$ cat src/rtl/hazard_pkg.sv
// Shared op-class and forward-select encodings plus the shadow pipeline entry.
package hazard_pkg;

    localparam int REG_AW_DEF = 5;

    typedef enum logic [1:0] {
        OP_NONE  = 2'b00,
        OP_ALU   = 2'b01,
        OP_LOAD  = 2'b10,
        OP_STORE = 2'b11
    } optype_e;

    localparam logic [1:0] FWD_RF    = 2'b00;
    localparam logic [1:0] FWD_EX    = 2'b01;
    localparam logic [1:0] FWD_MEM   = 2'b10;
    localparam logic [1:0] FWD_MEMLD = 2'b11;

    typedef struct packed {
        optype_e                 optype;
        logic [REG_AW_DEF-1:0]   rd;
        logic [REG_AW_DEF-1:0]   rs2;
    } shadow_t;

    localparam shadow_t SHADOW_EMPTY = '{optype: OP_NONE, rd: '0, rs2: '0};

    function automatic logic is_writer(input logic [1:0] op);
        return (op == OP_ALU) || (op == OP_LOAD);
    endfunction

endpackage

$ cat src/rtl/hazard_fwd_sel.sv
// ID-stage operand source select for one register read port.
// Purely combinational; no flow control of its own.
module hazard_fwd_sel
    import hazard_pkg::*;
#(
    parameter int REG_AW = 5
) (
    input  logic [REG_AW-1:0] rs,
    input  logic [1:0]        ex_op,
    input  logic [REG_AW-1:0] ex_rd,
    input  logic [1:0]        mem_op,
    input  logic [REG_AW-1:0] mem_rd,
    output logic [1:0]        sel
);

    logic ex_hit;
    logic mem_hit;

    assign ex_hit  = (rs != '0) && is_writer(ex_op)  && (ex_rd  == rs);
    assign mem_hit = (rs != '0) && is_writer(mem_op) && (mem_rd == rs);

    // A load still in EX has no data yet: it shadows any older MEM match and
    // leaves the regfile path selected (stall or late store fix-up covers it).
    always_comb begin
        sel = FWD_RF;
        if (ex_hit) begin
            sel = (ex_op == OP_ALU) ? FWD_EX : FWD_RF;
        end else if (mem_hit) begin
            sel = (mem_op == OP_ALU) ? FWD_MEM : FWD_MEMLD;
        end
    end

endmodule

$ cat src/rtl/hazard_ctrl.sv
// Hazard scheduler: shadows EX/MEM/WB, drives stall/flush/enable and forward selects.
// Outputs are combinational from ID inputs + shadow; a pending data-memory access freezes everything.
module hazard_ctrl
    import hazard_pkg::*;
#(
    parameter int REG_AW = 5,
    parameter int CNT_W  = 16
) (
    input  logic              clk,
    input  logic              rst,
    input  logic [REG_AW-1:0] rs1_ID,
    input  logic [REG_AW-1:0] rs2_ID,
    input  logic [REG_AW-1:0] rd_ID,
    input  logic              rs1use_ID,
    input  logic              rs2use_ID,
    input  logic [1:0]        hazard_optype_ID,
    input  logic              Branch_ID,
    input  logic              mem_ready,
    output logic              PC_EN_IF,
    output logic              reg_FD_EN,
    output logic              reg_FD_flush,
    output logic              reg_DE_flush,
    output logic              reg_EM_EN,
    output logic              reg_MW_EN,
    output logic [1:0]        forward_ctrl_A,
    output logic [1:0]        forward_ctrl_B,
    output logic              forward_ctrl_ls,
    output logic [CNT_W-1:0]  stall_cnt,
    output logic [CNT_W-1:0]  flush_cnt
);

    shadow_t ex_q, mem_q, wb_q;
    shadow_t id_ent;

    logic ex_ld_rs1, ex_ld_rs2;
    logic store_late_fix;
    logic load_use;
    logic freeze;
    logic stall;
    logic branch_flush;
    logic wb_rs2_unused;

    assign id_ent = '{optype: optype_e'(hazard_optype_ID), rd: rd_ID, rs2: rs2_ID};

    assign ex_ld_rs1 = (ex_q.optype == OP_LOAD) && (rs1_ID != '0) && (ex_q.rd == rs1_ID);
    assign ex_ld_rs2 = (ex_q.optype == OP_LOAD) && (rs2_ID != '0) && (ex_q.rd == rs2_ID);

    // Store data can wait: it is patched in MEM from the WB load result.
    assign store_late_fix = (hazard_optype_ID == OP_STORE) && ex_ld_rs2 && !ex_ld_rs1;

    assign load_use = (rs1use_ID && ex_ld_rs1) ||
                      (rs2use_ID && ex_ld_rs2 && !store_late_fix);

    assign freeze = ((mem_q.optype == OP_LOAD) || (mem_q.optype == OP_STORE)) && !mem_ready;

    assign stall        = load_use && !freeze;
    assign branch_flush = Branch_ID && !load_use && !freeze && !rst;

    assign PC_EN_IF     = !freeze && !load_use;
    assign reg_FD_EN    = !freeze && !load_use;
    assign reg_FD_flush = branch_flush;
    assign reg_DE_flush = stall;
    assign reg_EM_EN    = !freeze;
    assign reg_MW_EN    = !freeze;

    assign forward_ctrl_ls = (mem_q.optype == OP_STORE) && (wb_q.optype == OP_LOAD) &&
                             (mem_q.rs2 != '0) && (wb_q.rd == mem_q.rs2);

    assign wb_rs2_unused = ^wb_q.rs2;

    hazard_fwd_sel #(.REG_AW(REG_AW)) u_fwd_a (
        .rs     (rs1_ID),
        .ex_op  (ex_q.optype),
        .ex_rd  (ex_q.rd),
        .mem_op (mem_q.optype),
        .mem_rd (mem_q.rd),
        .sel    (forward_ctrl_A)
    );

    hazard_fwd_sel #(.REG_AW(REG_AW)) u_fwd_b (
        .rs     (rs2_ID),
        .ex_op  (ex_q.optype),
        .ex_rd  (ex_q.rd),
        .mem_op (mem_q.optype),
        .mem_rd (mem_q.rd),
        .sel    (forward_ctrl_B)
    );

    always_ff @(posedge clk or posedge rst) begin
        if (rst) begin
            ex_q      <= SHADOW_EMPTY;
            mem_q     <= SHADOW_EMPTY;
            wb_q      <= SHADOW_EMPTY;
            stall_cnt <= '0;
            flush_cnt <= '0;
        end else if (!freeze) begin
            wb_q  <= mem_q;
            mem_q <= ex_q;
            if (stall) begin
                ex_q <= SHADOW_EMPTY;
                if (stall_cnt != '1) begin
                    stall_cnt <= stall_cnt + 1'b1;
                end
            end else begin
                ex_q <= id_ent;
                if (branch_flush && (flush_cnt != '1)) begin
                    flush_cnt <= flush_cnt + 1'b1;
                end
            end
        end
    end

endmodule

$ cat config.mk
export PLATFORM = sky130hd
export DESIGN_NAME = hazard_ctrl
export DESIGN_NICKNAME = d
export VERILOG_FILES = /design/src/rtl/hazard_pkg.sv /design/src/rtl/hazard_fwd_sel.sv /design/src/rtl/hazard_ctrl.sv
export SDC_FILE = /design/constraint.sdc
export NUM_CORES = 1
export LEC_CHECK = 0
export ABC_AREA = 1
export BUFFER_PORTS_ARGS = -buffer_cell sky130_fd_sc_hd__buf_2
export CAP_MARGIN = 25
export CORE_ASPECT_RATIO = 0.75
export CORE_MARGIN = 3
export CORE_UTILIZATION = 35
export DETAILED_ROUTE_END_ITERATION = 7
export GPL_ROUTABILITY_DRIVEN = 0
export PLACE_DENSITY = 0.61
export SLEW_MARGIN = 20
export SYNTH_ARGS = -nofsm -noshare
export SYNTH_HDL_FRONTEND = slang
export SYNTH_HIERARCHICAL = 1
export SYNTH_SLANG_ARGS = --single-unit
$ cat constraint.sdc
create_clock -name clk -period 3.1 [get_ports clk]
set_input_delay 0.155 -clock clk [delete_from_list [all_inputs] [get_ports clk]]
set_output_delay 0.155 -clock clk [all_outputs]
set_load 0.05 [all_outputs]
==> summary.md <==
| Metric | Value |
|---|---|
| IO Port Bufs | 65 |
| Crit Path Class | reg -> out |
| GR Util All Layers | approximately 17% |
| Worst slew margin | a little over half |
| Flop pwr share | 35.0% |
| Final Cell Area | 4960 µm² |
| Hold Crit Depth | 3 |
| WHS Endpoint | ex_q[6]$_DFFE_PP0N_ |
| Via density | between 4 and 5 |
| Worst Setup SP | ex_q[9]$_DFFE_PP0N_ |
| Final Critical Period | about 2.4 ns |
| RSZ-0062 raised after global routing | false |
| Clock transition at path regs | about 0.050 ns |
| Detailed Route Iter0 Violations | 226 |
| Seq/Total Area, Yosys | 38.4% |
| Final Hold Fails | 0 |
| DRC errors left | 0 |
| Die Area | roughly 13000 µm² |
| Vias in the first global route | between 3000 and 4000 |
| # rows | 33 |
| Ant diodes | 0 |
| Maximum clock rate | 0.410 GHz |
| Critical hold path startpoint | rd_ID[1] |
| Post-DRT Antenna Nets | 0 |
| CTS H-tree lvls | 3 |
| Worst Clk Skew | around 0.0038 ns |
| Nets@finish | between 600 and 700 |
| Syn Area/Cell | 6.90 µm² |
| Clock share of power | about 43% |
| Total Routed Length | 10700 µm |
| Comb pwr share | approximately 22% |
| Final setup viols | 0 |
| R2R Setup Slk | a little over 0.9 ns |
| Cell variety after synth | 32 |
| Setup Buffers After CTS | 0 |
| Via count | between 3000 and 4000 |
| Die Ht | between 90 and 100 µm |
| Clock Sink Count | 63 |
| Synth Register Bits | 63 |
| RR Endpoint | stall_cnt[13]$_DFFE_PP0P_ |
| Syn nets | 623 |
| Resize count post-CTS | 0 |
| CTS tree | yes |
| Share of layout cells above drive strength 1 | 18.0% |
| Synthesized area | slightly above 4000 µm² |
| Leakage | roughly 2.7 nW |
| Required time worst endpoint | between 2 and 3 ns |
| Reg-to-reg startpoint | ex_q[9]$_DFFE_PP0N_ |
| P_sw | roughly 0.00096 W |
| HPWL Detailed | between 7000 and 8000 µm |
| Num ports | 66 |
| Worst-path fanout max | 18 |
| Power per standard cell area | 604 nW/µm² |
| Mapped Cells | a little under 600 |
| Clock Latency Late Sink | 0.33 ns |
| Clk root buf | clkbuf_16 |
| Largest net degree at the start of global routing | 53 |
| CP arrival | about 2.3 ns |
| Layout area overhead | 21.1% |
| Core ar. | 11200 µm² |
| Max_cap viols | 0 |
| Max Slew Vio Count | 0 |
| First-pass GRT wire length | around 18000 µm |
| Crit. End Element | output port |
| Drt first pass iters | 5 |
| Status | completed |
| Switching share of total power | 32.1% |
| Initial Util | about 37% |
| Initial antenna violation count | 0 |
| R2r worst-path depth | 13 |
| CTS Buffer Depth | 2 |
| Cts bufs inserted | 9 |
| Die W | ~130 µm |
| YS warnings | 6 |
| Setup_tns | 0 ns |
| Worst slew pin tran | around 0.71 ns |
| Fin Hold WS | ~0.046 ns |
| Placed Area | roughly 4600 µm² |
| Final period util | about four fifths |
| Grt ovf | 0 |
| WL/cell | ~13 µm |
| Fillers | between 1000 and 1500 |
| CP Launch Type | flip-flop |
| VDD IR max | roughly 0.28 mV |
| Hold Crit Class | in -> reg |
| Internal power | between 0.002 and 0.0025 W |
## sequential cells by signal (all words and copies together), names as in the netlist
name	cells
mem_q	12
wb_q	7
stall_cnt	16
flush_cnt	16
ex_q	12
## power groups by stage
| stage | sequential, W | clock (W) | combinational [W] |
|---|---|---|---|
| final | 0.00105 | 0.00128 | 0.000668 |
| after global routing | 0.00107 | 0.00134 | 0.000752 |
| after CTS | 0.00105 | 0.00130 | 0.000671 |
| after detailed placement | 0.00106 | 0 | 0.000666 |
| after global placement | 0.00106 | 0 | 0.000657 |
| after floorplan | 0.00114 | 0 | 0.000401 |
## through the flow
stage                     utilization (%)  total power, W  std cells  worst slack [ns]
after detailed placement             40.9         0.00173        806             0.937
after global placement               40.9         0.00172        806              1.03
after global routing                 44.4         0.00317        823             0.456
after CTS                            44.4         0.00302        823             0.677
final                                44.4         0.00300        823             0.663
after floorplan                         -         0.00154        594             0.679
## area by class of cell
type / instances / area, µm² / share of cell area, %
sequential: 63 / 1580 / 31.8
multi-input combinational: 428 / 2110 / 42.5
inverter: 88 / 330 / 6.65
clock inverter: 5 / 128 / 2.57
timing repair buffer: 71 / 373 / 7.51
clock buffer: 11 / 253 / 5.09
tap: 157 / 196 / 3.96
## layer usage
metal	GRT usage (%)	wire length, µm	up-vias
met2	24.8	4660	117
met1	25.4	5370	1769
met3	4.46	578	11
met4	5.06	129	0
li1	-	-	1987
met5	0	0	-
## how the worst max path moves through the flow
stage,end
4_1_cts,PC_EN_IF
3_3_place_gp,stall_cnt[15]$_DFFE_PP0P_
6_report,PC_EN_IF
5_1_grt,PC_EN_IF
2_1_floorplan,forward_ctrl_ls
3_5_place_dp,stall_cnt[13]$_DFFE_PP0P_
## placed cells by master (no fill, tap or decap), types with 5 or more instances in the layout
cell         n
buf_2       65
buf_4        5
clkbuf_16    9
dfrtp_1     63
ha_1         6
inv_1       79
inv_2        9
nand2_1    226
nand3_1     27
nand4_1     24
nor2_1      42
nor2_2      10
nor3_1      12
o21ai_0     25
xnor2_1     11
xor2_1      18
## synthesized netlist by cell type
master | n | area [µm²]
o21ai_0 | 25 | 125
buf_2 | 2 | 10.0
inv_2 | 8 | 30.0
and3_2 | 1 | 7.51
a21oi_2 | 1 | 8.76
nand4_1 | 24 | 150
nor3_1 | 12 | 60.1
nand3_2 | 1 | 10.0
and2_1 | 2 | 12.5
nor3_4 | 1 | 16.3
clkbuf_1 | 6 | 22.5
xnor2_1 | 11 | 96.3
o22ai_1 | 4 | 25.0
dfrtp_1 | 63 | 1580
nand2_2 | 2 | 12.5
nand3_1 | 27 | 135
nand4_4 | 2 | 42.5
inv_1 | 80 | 300
nor3b_1 | 1 | 7.51
xor2_1 | 18 | 158
nor2_1 | 43 | 161
o21ai_2 | 4 | 35.0
a31oi_1 | 1 | 6.26
nand3b_1 | 1 | 7.51
a21oi_4 | 1 | 16.3
nand2_1 | 226 | 848
nor4_1 | 3 | 18.8
ha_1 | 6 | 75.1
buf_4 | 6 | 45.0
or2_2 | 2 | 12.5
nor2_2 | 9 | 56.3
buf_6 | 1 | 11.3
## repair_timing
item	CTS	global route
endpoints found under the hold margin	11	0
endpoints found under the setup margin	0	0
hold buffers	1	0
## worst max-delay path, stage by stage, from the launching register on
cell and delay (ns):
dfrtp_1 0.42, inv_1 0.19, nand2_1 0.08, nand2_1 0.07, inv_1 0.04, nand2_1 0.06, nor2_2 0.05, nand3_1 0.05
nand2_1 0.13, a21oi_4 0.50, buf_2 0.37
## cells by family (layout without fill, tap and decap cells)
kind of cell    Yosys count  count (layout)  share of synthesized area (%)
simple gates            357             357                           38.0
buf+inv                 103             175                           10.2
flops                    63              63                           38.4
compound gates           36              36                           5.28
xor+xnor                 29              29                           6.19
fa+ha+maj                 6               6                           1.83
Note: power is estimated with default switching activity, not from simulation.
